**src/rtl/pc_fetch_unit.sv**
```systemverilog
// pc_fetch_unit: PC register and single-outstanding instruction fetch with branch/jump redirect
// Ports:
//   clk, rst_n                                       clock, async active-low reset
//   instr_req_o, instr_addr_o, instr_gnt_i           fetch request / address / grant
//   instr_rvalid_i, instr_rdata_i                    fetch response
//   instr_valid_o, instr_o, instr_pc_o, instr_ready_i  decoder handshake
//   ex_valid_i, branch_i, jal_i, jalr_i, Flag        execute-stage control
//   ex_pc_i, imm_i, rs1_i                            redirect operands
//   link_o, misaligned_o                             JAL/JALR link value, misaligned-target pulse
module pc_fetch_unit #(
  parameter logic [31:0] RESET_PC = 32'h0000_0000
) (
  input  logic        clk,
  input  logic        rst_n,
  output logic        instr_req_o,
  output logic [31:0] instr_addr_o,
  input  logic        instr_gnt_i,
  input  logic        instr_rvalid_i,
  input  logic [31:0] instr_rdata_i,
  output logic        instr_valid_o,
  output logic [31:0] instr_o,
  output logic [31:0] instr_pc_o,
  input  logic        instr_ready_i,
  input  logic        ex_valid_i,
  input  logic        branch_i,
  input  logic        jal_i,
  input  logic        jalr_i,
  input  logic        Flag,
  input  logic [31:0] ex_pc_i,
  input  logic [31:0] imm_i,
  input  logic [31:0] rs1_i,
  output logic [31:0] link_o,
  output logic        misaligned_o
);
  typedef enum logic [2:0] {IDLE, REQ, WAIT, HOLD, DROP} state_t;
  state_t state, state_nx;
  logic take, redirect;
  logic [31:0] target, pc;
  assign take = ex_valid_i & (jal_i | jalr_i | (branch_i & Flag));
  assign target = jalr_i ? ((rs1_i + imm_i) & 32'hFFFF_FFFE) : ex_pc_i + imm_i;
  // a target with bit 1 set is rejected: PC holds, only the error pulse fires
  assign redirect = take & ~target[1];
  assign link_o = ex_pc_i + 32'd4;
  assign instr_addr_o = pc;
  always_ff @(posedge clk or negedge rst_n)
    if (!rst_n) state <= IDLE;
    else state <= state_nx;
  // an accepted request whose target is now wrong must drain through DROP
  always_comb begin
    state_nx = state;
    case (state)
      IDLE: state_nx = REQ;
      REQ:  state_nx = instr_gnt_i ? (redirect ? DROP : WAIT) : REQ;
      WAIT: state_nx = instr_rvalid_i ? (redirect ? REQ : HOLD) : (redirect ? DROP : WAIT);
      HOLD: state_nx = (redirect | instr_ready_i) ? REQ : HOLD;
      DROP: state_nx = instr_rvalid_i ? REQ : DROP;
      default: state_nx = IDLE;
    endcase
  end
  always_comb begin
    instr_req_o = state == REQ;
    instr_valid_o = state == HOLD;
  end
  always_ff @(posedge clk or negedge rst_n)
    if (!rst_n) begin
      pc <= RESET_PC;
      instr_o <= 32'h0000_0013;
      instr_pc_o <= 32'h0;
      misaligned_o <= 1'b0;
    end else begin
      pc <= redirect ? target : (state == HOLD && instr_ready_i) ? pc + 32'd4 : pc;
      misaligned_o <= take & target[1];
      if (state == WAIT && instr_rvalid_i && !redirect) begin
        instr_o <= instr_rdata_i;
        instr_pc_o <= pc;
      end
    end
endmodule

```
**config.mk**
```make
export PLATFORM = sky130hd
export DESIGN_NAME = pc_fetch_unit
export DESIGN_NICKNAME = d
export VERILOG_FILES = /design/src/rtl/pc_fetch_unit.sv
export SDC_FILE = /design/constraint.sdc
export NUM_CORES = 1
export LEC_CHECK = 0
export BUFFER_PORTS_ARGS = -buffer_cell sky130_fd_sc_hd__buf_2
export CAP_MARGIN = 15
export CORE_ASPECT_RATIO = 0.7
export CORE_UTILIZATION = 40
export CTS_BUF_LIST = sky130_fd_sc_hd__clkbuf_16
export DETAILED_ROUTE_END_ITERATION = 8
export HOLD_SLACK_MARGIN = 0.06
export PLACE_DENSITY = 0.72
export SLEW_MARGIN = 10
export SYNTH_ARGS = -nofsm -noshare
export SYNTH_HDL_FRONTEND = slang
export SYNTH_SLANG_ARGS = --single-unit
```
**constraint.sdc**
```tcl
create_clock -name clk -period 5.8 [get_ports clk]
set_input_delay 0.58 -clock clk [delete_from_list [all_inputs] [get_ports clk]]
set_output_delay 0.58 -clock clk [all_outputs]
set_load 0.1 [all_outputs]
```
Word level (Yosys, flattened, before mapping):

Index checks and enable logic that the tools add are counted.

* memory bits (writable): 0
* word-level logic and storage cells: 37
* bits in read-only memories: 0
* input port bits: 138
* output and inout bits: 131
* bits in registers: 100
* memories: 0
* latch bits: 0

* bitwise gates (word level): 8
* shift operators: 0
* reductions and logical operators: 6
* add/subtract/negate cells: 4
* multipliers: 0
* div/mod/pow operators: 0
* mux-type cells: 10
* order comparisons: 0
* equality and inequality tests: 4

Operators with widths (number)
* 32-bit 2-to-1 mux: 3
* 32-bit by 3-bit adder with 32-bit output (second input constant): 2
* 32-bit adder: 2
* 3-bit one-hot mux with 5 select lines: 1
* 3-bit 2-to-1 mux: 4
* 3-bit by 2-bit equality test with 1-bit output (second input constant): 2
* 1-bit AND: 4
* 2-bit 2-to-1 mux: 2
* 3-bit by 1-bit equality test with 1-bit output (second input constant): 1
* 3-bit equality test (second input constant): 1
* 1-bit logical AND: 3
* 3-bit zero test: 1
* 1-bit OR: 3
* 2-bit nonzero test: 1
* 1-bit zero test: 1
* 1-bit NOT: 1

Longest topological paths before layout:

Gate-level depths: netlist of run 1.

* word-level depth: 7
* depth in mapped cells: 11
* depth with buffers taken out: 11

Worst setup path before layout of run 1:

Ideal clock, no wire load.

* path kind: in2out
* from: input ex_pc_i[2]
* to: output link_o[30]
* stages: 10
* buffers on the path: 0
* path slack: 1616 ps
* arrival time: 3604 ps
* required time: 5220 ps
* path through: ha_1 nand2_1 nor2_1 and2_1 nor2b_1 and2_1 and4_1 and4_1 nand4_1 xnor2_1

* word-level cells in the longest chain between the ends: 1

RTL lines
* from (decl): line 29 `input logic [31:0] ex_pc_i,`
* 32-bit by 3-bit adder with 32-bit output: line 43 `assign link_o = ex_pc_i + 32'd4;`
* to (decl): line 32 `output logic [31:0] link_o,`

No other way between the ends.

Final worst setup path of run 1:

Same ends and word-level chain as after synthesis.

==> results of run 1 <==
## how the worst max path moves through the flow
stage                     cells past startpoint          to  slack, ns
after floorplan                              10  link_o[30]       1.62
final                                        12  link_o[30]       2.17
after global routing                         12  link_o[30]       1.96
after detailed placement                     12  link_o[30]       2.14
after global placement                       12  link_o[30]       2.19
after CTS                                    12  link_o[30]       2.13
## power groups by stage
stage                     logic [W]  clock network [W]  registers (W)
after detailed placement    0.00377                  0        0.00129
after global placement      0.00375                  0        0.00127
after CTS                   0.00378           0.000599        0.00127
after floorplan            0.000952                  0        0.00342
final                       0.00377           0.000584        0.00127
after global routing        0.00392           0.000627        0.00132
## per-layer routing
metal | vias up | wire length (µm) | GRT usage [%]
met2 | 272 | 9510 | 32.0
met3 | 20 | 1670 | 3.66
met4 | 2 | 185 | 3.67
met1 | 3647 | 12400 | 34.1
met5 | - | 13 | 0
li1 | 3855 | - | -
## layout by cell type, fill, tap and decap left out, types with 5 or more instances in the layout
| master | count |
|---|---|
| o21bai_1 | 7 |
| o31ai_1 | 5 |
| a31oi_1 | 7 |
| o21a_1 | 7 |
| mux2i_1 | 7 |
| a211oi_1 | 10 |
| buf_2 | 267 |
| a21oi_1 | 67 |
| mux2_1 | 5 |
| buf_4 | 6 |
| xor2_1 | 43 |
| dfrtp_1 | 97 |
| and2_1 | 12 |
| and3_1 | 22 |
| nor3_1 | 14 |
| a221oi_1 | 6 |
| inv_1 | 15 |
| mux2_2 | 60 |
| o211ai_1 | 13 |
| ha_1 | 63 |
| a21o_1 | 35 |
| o21ai_0 | 43 |
| nand2_1 | 74 |
| and4_1 | 6 |
| nand3_1 | 29 |
| xnor2_1 | 60 |
| nor2_1 | 54 |
| nand4_1 | 17 |
| clkbuf_16 | 9 |
| nor2b_1 | 9 |
| nand2b_1 | 6 |
## per-stage QoR
step	hold slack (ns)	instance area, µm²	total power [W]
after global routing	0.239	10200	0.00587
after CTS	0.232	10200	0.00565
after global placement	0.463	9910	0.00502
final	0.208	10200	0.00563
after floorplan	0.284	8330	0.00437
after detailed placement	0.478	9910	0.00506
## state kept, by name (all words and copies together), names as in the netlist
| register | cells |
|---|---|
| instr_addr_o | 32 |
| instr_o | 32 |
| instr_pc_o | 32 |
| misaligned_o | 1 |
| state | 3 |
## worst reg2reg max path: cells and delay by family (launching register included)
family | cells | cell delay [ns]
compound gates | 2 | 0.32
xor+xnor | 1 | 0.18
simple gates | 6 | 1.35
flops | 1 | 0.47
## cell families (layout without fill, tap and decap cells)
family | Yosys count | after routing
flip-flops | 100 | 100
AO/OA/AOI/OAI | 252 | 252
adder cells (fa/ha/maj) | 65 | 65
buffers and inverters | 47 | 304
AND/OR/NAND/NOR | 264 | 264
multiplexers | 72 | 72
XOR/XNOR | 103 | 103
## area by class of cell
type / instances / area (µm²)
Clock inverter: 7 / 67.6
Fill cell: 1944 / 9920
Inverter: 15 / 56.3
Multi-Input combinational cell: 756 / 5630
Sequential cell: 100 / 2510
Tap cell: 270 / 338
Clock buffer: 9 / 225
Timing Repair Buffer: 273 / 1380
==> results.cfg, run 1 <==
[outcome]
status = finished clean

[routing]
antenna_left = 0
drt_iter0_markers = 414
drc_errors = 0
post_drt_wl_per_cell_um = 16.6
dr.pass1.iters = 7
wirelength_um = 23800
vias = 7796
vias_per_cell = 5.45

[setup_path]
reg2regPathDepth = 9
r2r-end = instr_addr_o[27]$_DFFE_PN0P_
cp_slowest_stage_delay_ns = 0.44
path_cells = buf_2 -> ha_1 -> nand2_1 -> nor2_1 -> and2_1 -> nor2b_1 -> and2_1 -> and4_1 -> and4_1 -> nand4_1 -> xnor2_1 -> buf_2
critPathLaunch = ex_pc_i[2]
cpLargestDelayFamily = simple AND/OR/NAND/NOR gates
r2r-start = state[2]$_DFF_PN0_
end_kind = output pin
cp-start-kind = input port
critPathBufInv = 2
critPathKind = in -> out
cp_data_arrival_time_ns = 3.05
crit_fanout = 4
r2r_setup_slack_ns = 3.37
cp_slowest_cell = buf_2
required_ns = 5.22

[cts]
htree_levels = 3
clkLatencyLatePin_ns = 0.34
cts_resized = 0
clkSlewWorstSetupHoldPaths_ns = 0.07
cts_tree = done
cts_hold_buf = 0
clock_path_buffers = 2
clkSinkCount = 100
cts_setup_buffers = 0
clockRootBuffer = clkbuf_16
cts_buffers = 9

[sta]
finalSetupViolCount = 0
finalSetupTns_ns = 0
max_slew_margin_pct = 36.8
finClkSkew_ns = 0.00767
fin_crit_ns = 3.63
hold_viol = 0
max_freq_mhz = 275
worst-slew-pin-transition_ns = 0.944
rsz0062_at_grt = false
worst_slack_ns = 2.17
maxSlewViolCount = 0
period_share_pct = 62.6

[placed_design]
place_inst = 1414
gp_congestion = 0.900
dp_hpwl_um = 19500
port_buffers = 268
pre_cts_ws_ns = 2.14

[synthesis]
synth_cells = 903
synthMuxAreaShare_pct = 9.63
synth_fa_ha_area_share_pct = 9.95
synth_most_common_cell = dfrtp_1
synth_area_um2 = 8330
synth_nets = 1106
synth_edf_count = 0
async_reset_ff_share_pct = 100
yosysWarnings = 0
ys_top_cells_by_count = dfrtp_1 (97), nand2_1 (74), a21oi_1 (67)
ys.flop_type = dfrtp_1
synth_seq_cells = 100
ys_top_cells_by_area = dfrtp_1 (29%), ha_1 (9.5%), mux2_2 (8.1%), xnor2_1 (6.3%), xor2_1 (4.5%)
ys_seq_area_share_pct = 30.1
synth-xor-area-share_pct = 10.8
synth_compound_area_share_pct = 20.8
synth_top_family_by_area = compound AO/OA/AOI/OAI gates
yosysTopAreaCell = dfrtp_1
post_synth_num_cell_types = 78
synth_simple_gate_area_share_pct = 16.3
yosysTopAreaCellShare_pct = 29.2
syn_avg_cell_area_um2 = 9.22

[pwr]
p_switching_w = 0.00356
swShare_pct = 63.2
peakVddDrop_mv = 0.407
p_int_w = 0.00207
cellLeakagePower_nw = 4.87
power_frac_comb_pct = 67.0
power_frac_clock_pct = 10.4
seq_power_share_pct = 22.6
power_density_nw_per_um2 = 552

[die]
initial_core_util_pct = 41.4
boundaryPins = 269
die_area_um2 = 21400
coreArea_um2 = 20100
rows = 43
dieHeight_um = 123
die_w_um = 174

[grt]
antenna_found_initial = 1
grt_pass1_wl_um = 37400
overflow = 0
grt_usage_pct = 22.0
grt_max_degree = 61
first_global_vias = 7085

[final_layout]
diodes = 0
final_util_pct = 50.7
finalNonFillerCells = 1430
finalNetCount = 1358
drive_above_1_share_pct = 32.8
syn2layout_area_growth_pct = 22.5

[worst_hold_path]
hold_class = in -> async

[flow_run]
drv_cap = 0
Power figures use the tool's default switching activity.
==> run 2, diff against run 1 <==
Settings changed: PLACE_DENSITY 0.72 to 0.75.
Clock period 5.8 ns to 3.3 ns, I/O delays scaled along.
==> run 2 against run 1 <==
Effect of this change:
- clock skew rose by 0.0027 ns
- sequential share of layout area fell by 0.57 points
- utilization grew 1.2 points
- worst hold slack gained 0.0054 ns
- design area grew 2.4%
- register-to-register slack lost 2.5 ns
- largest cell class unchanged
- highest routed layer is now met4
==> results.cfg, run 2 (synthesized netlist as in run 1, its figures left out) <==
[routing]
drt_iter0_markers = 567
vias = 7899
post_drt_wl_per_cell_um = 17.0
dr.pass1.iters = 6
antenna_left = 0
wirelength_um = 24500
wl_met3_um = 1970
drc_errors = 0
highest_layer = met4
wirelength_met1_um = 12300
dr_wl_met2_um = 10000
vias_per_cell = 5.50

[worst_hold_path]
hold_path_depth = 2
hold_class = in -> reg

[sta]
maxSlewViolCount = 0
max_freq_mhz = 336
finalSetupViolCount = 0
rsz0062_at_grt = false
max_slew_margin_pct = 57.5
period_share_pct = 90.1
finalSetupTns_ns = 0
worst-slew-pin-transition_ns = 0.629
hold_viol = 0
worst_slack_ns = 0.326
fin_crit_ns = 2.97
finClkSkew_ns = 0.0103

[cts]
cts_resized = 0
htree_levels = 3
clock_path_buffers = 2
clkLatencyLatePin_ns = 0.34
cts_tree = done
clkSlewWorstSetupHoldPaths_ns = 0.07
cts_buffers = 9
clkSinkCount = 100
clockRootBuffer = clkbuf_16

[placed_design]
port_buffers = 268
dp_hpwl_um = 20200
gp_congestion = 0.917
pre_cts_ws_ns = 0.140

[pwr]
peakVddDrop_mv = 0.610
seq_power_share_pct = 22.5
cellLeakagePower_nw = 4.99
swShare_pct = 62.7
p_int_w = 0.00374
power_density_nw_per_um2 = 960
p_switching_w = 0.00629
power_frac_comb_pct = 66.3
power_frac_clock_pct = 11.1

[grt]
first_global_vias = 7197
grt_pass1_wl_um = 38300
grt_usage_pct = 22.7
overflow = 0
antenna_found_initial = 2
grt_max_degree = 58

[flow_run]
drv_cap = 0

[final_layout]
regArea_um2 = 2510
final_util_pct = 51.9
finalNetCount = 1364
final_cell_mix = buf_2 (261), dfrtp_1 (97), nand2_1 (74)
multi_input_area_um2 = 5680
syn2layout_area_growth_pct = 25.4
n_fill_cell = 1910
drive_above_1_share_pct = 33.5
final_common_cell = buf_2

[setup_path]
r2r_setup_slack_ns = 0.84
cp-start-kind = input port
end_kind = output pin
reg2regPathDepth = 9
cp_data_arrival_time_ns = 2.64
crit_fanout = 4
critPathKind = in -> out
required_ns = 2.97

[die]
initial_core_util_pct = 41.4
die_area_um2 = 21400
rows = 43
boundaryPins = 269
die_w_um = 174
coreArea_um2 = 20100
dieHeight_um = 123

[outcome]
status = finished clean
## run 2: cell types whose count changed in the layout (fill, tap and decap cells not counted)
| cell | previous run | this run |
|---|---|---|
| inv_1 | 15 | 16 |
| diode_2 | 0 | 1 |
| inv_6 | 0 | 1 |
| buf_12 | 0 | 8 |
| xor2_1 | 43 | 40 |
| clkinv_2 | 2 | 1 |
| bufinv_16 | 1 | 2 |
| buf_4 | 6 | 9 |
| clkinvlp_4 | 2 | 0 |
| buf_2 | 267 | 261 |
| dlygate4sd3_1 | 0 | 1 |
| xnor2_1 | 60 | 56 |
| xor2_2 | 0 | 3 |
| xnor2_2 | 0 | 4 |
## run 2: per-layer routing
metal  up-vias  global-route usage, %
met2       315                   33.1
met3        13                   3.81
met1      3690                   34.5
li1       3881                      -
met4         0                   4.82
met5         -                      0
## run 2: path summary, 6_finish.rpt
check	startpoint	to
max	ex_pc_i[2]	link_o[30]
max reg2reg	state[2]$_DFF_PN0_	instr_addr_o[25]$_DFFE_PN0P_
min	instr_rdata_i[14]	instr_o[14]$_DFFE_PN0P_
min reg2reg	instr_pc_o[18]$_DFFE_PN0P_	instr_pc_o[18]$_DFFE_PN0P_
min in group asynchronous	rst_n	instr_pc_o[5]$_DFFE_PN0P_
max in group asynchronous	rst_n	instr_o[1]$_DFFE_PN1P_
## run 2: metrics by stage
stage	cell area [µm²]	hold WS, ns	std cells	power [W]
after floorplan	8380	0.0344	903	0.00769
after global routing	10400	0.212	1436	0.0104
after global placement	10100	0.370	1419	0.00886
after detailed placement	10100	0.375	1419	0.00894
final	10400	0.214	1437	0.0100
after CTS	10400	0.194	1436	0.0101
## run 2: area by class of cell
class,count,share of cell area (%)
antenna,1,0.0240
sequential,100,24.0
tap,270,3.23
inverter,15,0.539
timing repair buffer,279,14.8
clock buffer,9,2.16
multi-input combinational,756,54.4
clock inverter,7,0.863
## run 2: repair_timing
action                                 4_1_cts  5_1_grt
hold buffers                                 1        0
setup buffers                                0        0
endpoints found under the hold margin       43        0
## run 2: worst max-delay path, cell delays in order
cell and delay [ns]:
buf_2 0.13, ha_1 0.20, nand2_1 0.06, nor2_1 0.19
and2_1 0.21, nor2b_1 0.22, and2_1 0.21, and4_1 0.27
and4_1 0.26, nand4_1 0.16, xnor2_2 0.20, buf_12 0.20
## run 2: power by group through the flow
stage	registers [W]	logic [W]	clock network, W
5_1_grt	0.00234	0.00691	0.00120
4_1_cts	0.00226	0.00667	0.00114
6_report	0.00226	0.00665	0.00112
3_3_place_gp	0.00225	0.00661	0
3_5_place_dp	0.00229	0.00666	0
2_1_floorplan	0.00602	0.00168	0
==> run 3, diff against run 2 <==
Settings changed: CELL_PAD_IN_SITES_DETAIL_PLACEMENT set to 0, CELL_PAD_IN_SITES_GLOBAL_PLACEMENT set to 1, CORE_UTILIZATION 40 to 35, GPL_ROUTABILITY_DRIVEN set to 0, PLACE_DENSITY 0.75 to 0.85.
==> run 3 against run 2 <==
Effect of this change:
- count of clock-buffer cells in the layout stayed put
- first-iteration DRC count decreased by 13%
- die area grew 14%
- clock power increased by 5%
- fmax is 1.7% lower
- cell count is 3.1% higher
- combinational power increased by 0.6%
- largest power group unchanged
- highest routed layer is now met5
==> results.cfg, run 3 (synthesized netlist as in run 1, its figures left out) <==
[pwr]
peakVddDrop_mv = 0.865
power_frac_clock_pct = 11.7
seq_power_share_pct = 22.1
cellLeakagePower_nw = 5.00
p_int_w = 0.00382
power_density_nw_per_um2 = 962
power_frac_comb_pct = 66.2
swShare_pct = 62.2
p_switching_w = 0.00629

[setup_path]
end_kind = output pin
cp_slowest_stage_delay_ns = 0.27
critPathKind = in -> out
cp_slowest_cell = and4_1
required_ns = 2.97
critPathBufInv = 2
cp_data_arrival_time_ns = 2.70
cpLargestDelayFamily = simple AND/OR/NAND/NOR gates
crit_fanout = 4
path_cells = buf_2 -> ha_1 -> nand2_1 -> nor2_1 -> and2_1 -> nor2b_1 -> and2_1 -> and4_1 -> and4_1 -> nand4_1 -> xnor2_2 -> buf_12
cp-start-kind = input port

[routing]
antenna_left = 0
wirelength_met1_um = 12900
drc_errors = 0
wirelength_um = 24900
dr_wl_met2_um = 9950
post_drt_wl_per_cell_um = 16.8
drt_iter0_markers = 494
highest_layer = met5
vias_per_cell = 5.25
vias = 7778
wl_met3_um = 1870
dr.pass1.iters = 5

[cts]
clkSlewWorstSetupHoldPaths_ns = 0.07
htree_levels = 3
cts_tree = done
clock_path_buffers = 2
clockRootBuffer = clkbuf_16
clkSinkCount = 100
cts_resized = 0
cts_hold_buf = 0
clkLatencyLatePin_ns = 0.34
cts_setup_buffers = 0
cts_buffers = 9

[final_layout]
drive_above_1_share_pct = 33.7
syn2layout_area_growth_pct = 26.3
n_fill_cell = 2236
finalNonFillerCells = 1481
final_util_pct = 45.8
finalNetCount = 1364
final_common_cell = buf_2
final_cell_mix = buf_2 (261), dfrtp_1 (97), nand2_1 (74)

[sta]
fin_crit_ns = 3.03
finClkSkew_ns = 0.00879
max_freq_mhz = 330
rsz0062_at_grt = false
period_share_pct = 91.7
max_slew_margin_pct = 33.2
worst-slew-pin-transition_ns = 1.00
maxSlewViolCount = 0
finalSetupViolCount = 0
hold_viol = 0

[die]
coreArea_um2 = 23000
die_w_um = 186
initial_core_util_pct = 36.3
rows = 46
die_area_um2 = 24400
boundaryPins = 269
dieHeight_um = 131

[outcome]
status = finished clean

[grt]
grt_usage_pct = 20.0
antenna_found_initial = 5
grt_pass1_wl_um = 38500
grt_max_degree = 82
overflow = 0
first_global_vias = 6941

[worst_hold_path]
hold_class = in -> async

[placed_design]
place_inst = 1462
port_buffers = 268
dp_hpwl_um = 20500

[flow_run]
drv_cap = 0
==> run 3: changes by cell type in the layout (fill, tap and decap cells not counted), sizes merged <==
| cell | previous run | this run |
|---|---|---|
| diode | 1 | 3 |
| buf | 278 | 279 |
| bufinv | 2 | 3 |
| dlygate4sd3 | 1 | 0 |
| inv | 17 | 16 |
==> run 3: routing by layer <==
layer  up-vias  global-route usage (%)
met1      3580                    30.9
met2       318                    28.8
met5         -                       0
li1       3863                       -
met4         4                    3.79
met3        13                    3.33
==> run 3: metrics by stage <==
| step | setup TNS, ns | hold WS, ns | cell area [µm²] | power (W) | setup slack, ns |
|---|---|---|---|---|---|
| 2_1_floorplan | -0.0708 | 0.0344 | 8380 | 0.00769 | -0.0708 |
| 3_3_place_gp | 0 | 0.463 | 10200 | 0.00890 | 0.179 |
| 3_5_place_dp | 0 | 0.478 | 10200 | 0.00896 | 0.144 |
| 4_1_cts | 0 | 0.192 | 10500 | 0.0102 | 0.238 |
| 5_1_grt | 0 | 0.209 | 10500 | 0.0105 | 0.0803 |
| 6_report | 0 | 0.156 | 10500 | 0.0101 | 0.273 |
==> run 3: layout make-up <==
class / instances / area (µm²) / area share, %
Antenna cell: 3 / 7.51 / 0.0714
Clock buffer: 9 / 225 / 2.14
Clock inverter: 7 / 116 / 1.11
Inverter: 15 / 56.3 / 0.536
Multi-Input combinational cell: 756 / 5680 / 54.0
Sequential cell: 100 / 2510 / 23.8
Tap cell: 312 / 390 / 3.71
Timing Repair Buffer: 279 / 1530 / 14.5
==> run 3: worst paths after layout <==
kind	end	slack, ns	start	cells past startpoint
max	link_o[30]	0.27	ex_pc_i[2]	12
min	instr_pc_o[0]$_DFFE_PN0P_	0.16	rst_n	1
max reg2reg	instr_addr_o[25]$_DFFE_PN0P_	0.84	state[2]$_DFF_PN0_	9
min reg2reg	instr_pc_o[19]$_DFFE_PN0P_	0.48	instr_pc_o[19]$_DFFE_PN0P_	1
max in group asynchronous	instr_addr_o[20]$_DFFE_PN0P_	2.27	rst_n	2
min in group clk	instr_o[14]$_DFFE_PN0P_	0.21	instr_rdata_i[14]	2
==> run 3: power by group through the flow <==
stage | clock network, W | registers (W) | logic [W]
2_1_floorplan | 0 | 0.00602 | 0.00168
3_3_place_gp | 0 | 0.00224 | 0.00666
3_5_place_dp | 0 | 0.00227 | 0.00669
4_1_cts | 0.00122 | 0.00225 | 0.00670
5_1_grt | 0.00128 | 0.00233 | 0.00694
6_report | 0.00118 | 0.00224 | 0.00669
